===== src/rtl/rr_lock_arbiter_pkg.sv =====
// Shared state encoding and elaboration helpers for the round-robin lock arbiter.
package rr_lock_arbiter_pkg;

    typedef enum logic {
        S_IDLE  = 1'b0,
        S_OWNED = 1'b1
    } state_t;

    function automatic int clog2(input int value);
        int r;
        r = 0;
        for (int i = 0; i < 31; i++) begin
            if ((1 << i) < value) r = i + 1;
        end
        return r;
    endfunction

endpackage


===== src/rtl/rr_lock_arbiter_if.sv =====
// Request/grant bundle between N requesters and the lock arbiter.
interface rr_lock_arbiter_if #(
    parameter int N    = 4,
    parameter int LOGN = 2
);
    // Protocol: a requester holds req[i] until it sees gnt[i]; while gnt_valid=1
    // the owner keeps the resource until it pulses done, drops req[i], or the
    // arbiter revokes it (preempt=1 in that last owned cycle).
    logic [N-1:0]    req;
    logic            done;
    logic [N-1:0]    gnt;
    logic [LOGN-1:0] gnt_idx;
    logic            gnt_valid;
    logic            preempt;
    logic            state;

    modport master (
        output req, done,
        input  gnt, gnt_idx, gnt_valid, preempt, state
    );

    modport slave (
        input  req, done,
        output gnt, gnt_idx, gnt_valid, preempt, state
    );
endinterface


===== src/rtl/rr_lock_arbiter_pick.sv =====
// Combinational rotating-priority picker: rotate, fixed-priority chain, rotate back, encode.
module rr_pick #(
    parameter int N    = 4,
    parameter int LOGN = 2
) (
    input  logic [N-1:0]    req,
    input  logic [LOGN-1:0] ptr,
    input  logic [N-1:0]    mask,
    output logic [N-1:0]    win,
    output logic [LOGN-1:0] idx,
    output logic            any
);
    localparam logic [LOGN:0] N_W = (LOGN + 1)'(N);

    function automatic logic [LOGN-1:0] wrap(input logic [LOGN:0] sum);
        return (sum >= N_W) ? LOGN'(sum - N_W) : sum[LOGN-1:0];
    endfunction

    logic [N-1:0] avail;
    logic [N-1:0] rot;
    logic [N-1:0] rot_win;
    logic         seen;

    always_comb begin
        avail   = req & ~mask;
        rot     = '0;
        rot_win = '0;
        win     = '0;
        idx     = '0;
        seen    = 1'b0;
        // rot[0] is the requester at ptr, i.e. the current highest priority
        for (int i = 0; i < N; i++) begin
            rot[i] = avail[wrap((LOGN + 1)'(i) + {1'b0, ptr})];
        end
        for (int i = 0; i < N; i++) begin
            rot_win[i] = rot[i] & ~seen;
            seen       = seen | rot[i];
        end
        for (int i = 0; i < N; i++) begin
            win[wrap((LOGN + 1)'(i) + {1'b0, ptr})] = rot_win[i];
        end
        for (int i = 0; i < N; i++) begin
            if (win[i]) idx = idx | LOGN'(i);
        end
        any = |avail;
    end
endmodule


===== src/rtl/rr_lock_arbiter.sv =====
// Round-robin arbiter that locks the grant to its owner until done, request drop or hold-budget expiry.
module rr_lock_arbiter
    import rr_lock_arbiter_pkg::*;
#(
    parameter int N       = 4,
    parameter int LOGN    = 2,
    parameter int MAXHOLD = 16
) (
    input logic           clk,
    input logic           reset,
    rr_lock_arbiter_if.slave bus
);
    localparam int            CW  = (MAXHOLD > 1) ? clog2(MAXHOLD) : 1;
    localparam logic [LOGN:0] N_W = (LOGN + 1)'(N);

    if (LOGN != clog2(N) || N < 2 || N > 16) begin : g_bad_params
        $error("rr_lock_arbiter: N must be 2..16 and LOGN must equal clog2(N)");
    end

    state_t          state_q, state_d;
    logic [N-1:0]    gnt_q, gnt_d;
    logic [LOGN-1:0] idx_q, idx_d;
    logic [LOGN-1:0] ptr_q, ptr_d;
    logic [CW-1:0]   cnt_q, cnt_d;
    logic [N-1:0]    win;
    logic [LOGN-1:0] win_idx;
    logic            win_any;
    logic            owned, owner_req, others, budget_hit, release_c;

    function automatic logic [LOGN-1:0] next_ptr(input logic [LOGN-1:0] owner);
        logic [LOGN:0] t;
        t = {1'b0, owner} + 1'b1;
        return (t == N_W) ? '0 : t[LOGN-1:0];
    endfunction

    // Masking with gnt_q removes the current owner; in IDLE gnt_q is zero.
    rr_pick #(.N(N), .LOGN(LOGN)) u_pick (
        .req  (bus.req),
        .ptr  (ptr_q),
        .mask (gnt_q),
        .win  (win),
        .idx  (win_idx),
        .any  (win_any)
    );

    always_comb begin
        owned      = (state_q == S_OWNED);
        owner_req  = |(bus.req & gnt_q);
        others     = |(bus.req & ~gnt_q);
        budget_hit = (MAXHOLD != 0) && (int'(cnt_q) == MAXHOLD - 1) && others;
        release_c  = bus.done || !owner_req || budget_hit;
    end

    always_comb begin
        state_d = state_q;
        gnt_d   = gnt_q;
        idx_d   = idx_q;
        ptr_d   = ptr_q;
        cnt_d   = cnt_q;
        unique case (state_q)
            S_IDLE: begin
                if (win_any) begin
                    state_d = S_OWNED;
                    gnt_d   = win;
                    idx_d   = win_idx;
                    ptr_d   = next_ptr(win_idx);
                    cnt_d   = '0;
                end
            end
            S_OWNED: begin
                if (!release_c) begin
                    if (int'(cnt_q) < MAXHOLD - 1) cnt_d = cnt_q + CW'(1);
                end else if (win_any) begin
                    gnt_d = win;
                    idx_d = win_idx;
                    ptr_d = next_ptr(win_idx);
                    cnt_d = '0;
                end else if (owner_req && !bus.done) begin
                    // Sole requester re-granted; pointer already sits past it.
                    cnt_d = '0;
                end else begin
                    state_d = S_IDLE;
                    gnt_d   = '0;
                end
            end
            default: state_d = S_IDLE;
        endcase
    end

    always_ff @(posedge clk or posedge reset) begin
        if (reset) begin
            state_q <= S_IDLE;
            gnt_q   <= '0;
            idx_q   <= '0;
            ptr_q   <= '0;
            cnt_q   <= '0;
        end else begin
            state_q <= state_d;
            gnt_q   <= gnt_d;
            idx_q   <= idx_d;
            ptr_q   <= ptr_d;
            cnt_q   <= cnt_d;
        end
    end

    assign bus.gnt       = gnt_q;
    assign bus.gnt_idx   = idx_q;
    assign bus.gnt_valid = |gnt_q;
    assign bus.preempt   = owned && budget_hit && !bus.done && owner_req;
    assign bus.state     = state_q;
endmodule


===== src/flat_wrapper.sv =====
// flat-port wrapper written by rule: the top's interface ports become plain ports
module rr_lock_arbiter_flat import rr_lock_arbiter_pkg::*;
#(
    parameter int N       = 4,
    parameter int LOGN    = 2,
    parameter int MAXHOLD = 16
)
  (clk, reset, bus_req, bus_done, bus_gnt, bus_gnt_idx, bus_gnt_valid, bus_preempt, bus_state);
  rr_lock_arbiter_if #(.N(N), .LOGN(LOGN)) bus_i ();
  input logic clk;
  input logic reset;
  input wire logic [$bits(bus_i.req)-1:0] bus_req;
  input wire logic [$bits(bus_i.done)-1:0] bus_done;
  output wire logic [$bits(bus_i.gnt)-1:0] bus_gnt;
  output wire logic [$bits(bus_i.gnt_idx)-1:0] bus_gnt_idx;
  output wire logic [$bits(bus_i.gnt_valid)-1:0] bus_gnt_valid;
  output wire logic [$bits(bus_i.preempt)-1:0] bus_preempt;
  output wire logic [$bits(bus_i.state)-1:0] bus_state;
  assign bus_i.req = bus_req;
  assign bus_i.done = bus_done;
  assign bus_gnt = bus_i.gnt;
  assign bus_gnt_idx = bus_i.gnt_idx;
  assign bus_gnt_valid = bus_i.gnt_valid;
  assign bus_preempt = bus_i.preempt;
  assign bus_state = bus_i.state;
  rr_lock_arbiter #(.N(N), .LOGN(LOGN), .MAXHOLD(MAXHOLD)) u_core (.clk(clk), .reset(reset), .bus(bus_i));
endmodule

===== config.mk =====
export PLATFORM = sky130hd
export DESIGN_NAME = rr_lock_arbiter_flat
export DESIGN_NICKNAME = d
export VERILOG_FILES = /design/src/rtl/rr_lock_arbiter_pkg.sv /design/src/rtl/rr_lock_arbiter_if.sv /design/src/rtl/rr_lock_arbiter_pick.sv /design/src/rtl/rr_lock_arbiter.sv /design/src/flat_wrapper.sv
export SDC_FILE = /design/constraint.sdc
export NUM_CORES = 1
export LEC_CHECK = 0
export BUFFER_PORTS_ARGS = -buffer_cell sky130_fd_sc_hd__buf_2
export CAP_MARGIN = 5
export CORE_AREA = 3 3 45 55
export CTS_BUF_LIST = sky130_fd_sc_hd__clkbuf_16
export DETAILED_ROUTE_END_ITERATION = 16
export DIE_AREA = 0 0 48 58
export PLACE_DENSITY = 0.74
export RECOVER_POWER = 25
export SLEW_MARGIN = 20
export SYNTH_ARGS = -nofsm -noshare
export SYNTH_HDL_FRONTEND = slang
export SYNTH_SLANG_ARGS = --single-unit

===== constraint.sdc =====
create_clock -name clk -period 2.8 [get_ports clk]
set_clock_uncertainty 0.1 [all_clocks]
set_input_delay 0.56 -clock clk [delete_from_list [all_inputs] [get_ports clk]]
set_output_delay 0.56 -clock clk [all_outputs]
set_load 0.01 [all_outputs]

==> reports/metrics.cfg <==
[clocking]
htree_levels = 1
tritoncts = yes
root_buffer = clkbuf_16
cts_buffer_depth = 2
cts_hold_buf = 0
clkTransAtPathRegs_ps = 40
cts_resized = 0
cts.sinks = 13
clk_latency_ps = 240
cts_buffers = 3
cts_setup_buffers = 0

[sta]
worst_slack_ps = 290.8
fmax_mhz = 398.5
hold_viol_final = 0
setup_tns_ps = 0
period_needed_ps = 2509
relSlewSlack = 0.6668
rsz0062_at_grt = false
setup_violations = 0
final.period_utilization = 0.8961
tightest_slew_ps = 499.3
drv_slew = 0

[route]
detail_route.first_pass.iterations = 4
wl_per_cell_um = 16.20
wirelength_um = 2690
drc_errors = 0
via_count = 1058
via_per_inst = 6.373
drt_iter0_drc = 38
final_antenna_net_count = 0

[global_route]
gr-total-overflow = 0
grt_max_degree = 14
grt_pass1_wl_um = 4519
track_usage = 0.2222
antenna_found_initial = 0
grt_pass1_vias = 1056

[cells_and_area]
area_delta_synth_final_pct = 20.67
multi_input_area_um2 = 735.7
antenna_cells = 0
utilization = 0.6451
drive_above_1_share = 0.2397
fill_cells = 172
seqCellArea_um2 = 325.3
num-nets-final = 163

[yosys]
netlist.area_leader.share = 0.3002
synth_cells = 121
async_flop_share = 1.000
ys_seq_elements = 13
synth.area.top_cells = dfrtp_1 30%, ha_1 10%, nor2b_1 5.8%
avgSynthCellArea_um2 = 8.955
netlist_area_mm2 = 0.001084
synth.distinct_cells = 38
synth_fp_nets = 137
seq_area_frac_synth = 0.3002
yosysTopAreaCell = dfrtp_1
synth_top_flop_cell = dfrtp_1
synth_edf_count = 0
yosysWarningCount = 0

[floorplanning]
io_pins = 16
die_x_um = 48
die_y_um = 58
num_rows = 18
die-area_mm2 = 0.002784
core_area_mm2 = 0.002027
initial_core_util = 0.5346

[power]
power_density_mw_per_mm2 = 1057
p_leak_uw = 0.0005858
total_power_uw = 1382
ir_worst_vdd_mv = 0.7320

[worst_setup_path]
cp_max_fo = 5
critical_path_required_ps = 2820
worst_setup_path_start_kind = flop
reg2reg_to = u_core.bus.gnt_idx[0]
cp-end-kind = flop
r2r_slack_ps = 290
crit_type = reg2reg
reg2regPathDepth = 8
cp.arrival_ps = 2530
reg2reg_from = u_core.ptr_q[0]

[hold_path]
hold_class = in2async

[placement]
finalWeightedCongestion = 0.8871
io_buffers = 15
dpl.hpwl_um = 2164
dp_slack_ps = 218.8

[job]
maxCapViolations = 0

[outcome]
status = completed

[report_power, final]
part / switching (uW) / internal (uW)
Sequential: 59.8 / 246
Combinational: 454 / 364
Clock: 69.1 / 187
[synth_stat cells, types with 2 or more instances]
cell type	count
nor2_1	6
nor3_1	3
nand3_1	5
nor2b_1	10
o21ai_0	10
or4_1	2
o221ai_1	2
nand2_1	13
ha_1	9
a31oi_1	3
a22oi_1	2
nand2b_1	3
nor4_1	3
mux4_2	2
inv_1	5
a21oi_1	5
nand4_1	4
nand2b_4	2
dfrtp_1	13
[final cells by class]
type / count / area share
Multi-Input combinational cell: 102 / 0.5627
Tap cell: 20 / 0.01914
Clock buffer: 3 / 0.05742
Sequential cell: 13 / 0.2488
Inverter: 6 / 0.01722
Timing Repair Buffer: 21 / 0.09187
Clock inverter: 1 / 0.002871
[sequential cells by signal, summed over array words and instances (netlist names)]
name,count
u_core.bus.gnt,4
u_core.cnt_q,4
u_core.bus.gnt_idx,2
u_core.ptr_q,2
u_core.bus.state,1
[per-stage QoR]
step,hold slack [ps],instance area [um2],std cells
final,241.4,1308,166
after floorplan,337.0,1084,121
after global placement,373.3,1229,162
after detailed placement,393.6,1229,162
after global routing,290.1,1308,166
after CTS,257.6,1308,166
[critical path, stage by stage, from the launching register on]
cell     delay, ps
dfrtp_1        440
inv_1           90
ha_1           390
mux4_2         360
o31a_2         160
a221o_1        390
mux2i_4        200
nand3_1        120
o21a_1         140
[routing by layer]
layer  up-vias  part of all wire  global-route usage
li1        510                 -                   -
met1       525              0.39              0.2380
met2        16              0.57              0.4159
met3         7             0.021             0.01863
met4         0             0.020             0.08846
met5         -                 0                   0
[cells in the final DEF, fill, tap and decap left out, drive strengths merged, types with 5 or more instances in the layout]
| cell type | n |
|---|---|
| nand3 | 5 |
| nand2b | 5 |
| o21ai | 11 |
| nor2 | 6 |
| buf | 21 |
| a21oi | 5 |
| inv | 7 |
| nand2 | 13 |
| nor2b | 11 |
| ha | 9 |
| dfrtp | 13 |
[worst max-delay path by stage]
stage               startpoint                    end  slack, ps  cells after the start
6_report       u_core.ptr_q[0]  u_core.bus.gnt_idx[0]        290                      8
3_3_place_gp        bus_req[3]  u_core.bus.gnt_idx[0]        270                      8
5_1_grt        u_core.ptr_q[0]  u_core.bus.gnt_idx[0]        130                      8
3_5_place_dp        bus_req[3]  u_core.bus.gnt_idx[0]        220                      8
2_1_floorplan  u_core.ptr_q[0]        u_core.ptr_q[1]        310                      8
4_1_cts        u_core.ptr_q[0]  u_core.bus.gnt_idx[0]        280                      8
[logic make-up (layout without fill, tap and decap cells)]
group                    count (synthesis)  count (layout)  synth area share
adder cells (fa/ha/maj)                  9               9            0.1039
AO/OA/AOI/OAI                           31              31            0.1882
flip-flops                              13              13            0.3002
AND/OR/NAND/NOR                         58              58            0.3164
XOR/XNOR                                 1               1          0.008085
buffers and inverters                    6              31           0.02078
multiplexers                             3               3           0.06235
No activity file was read; power rests on OpenSTA's default activity.
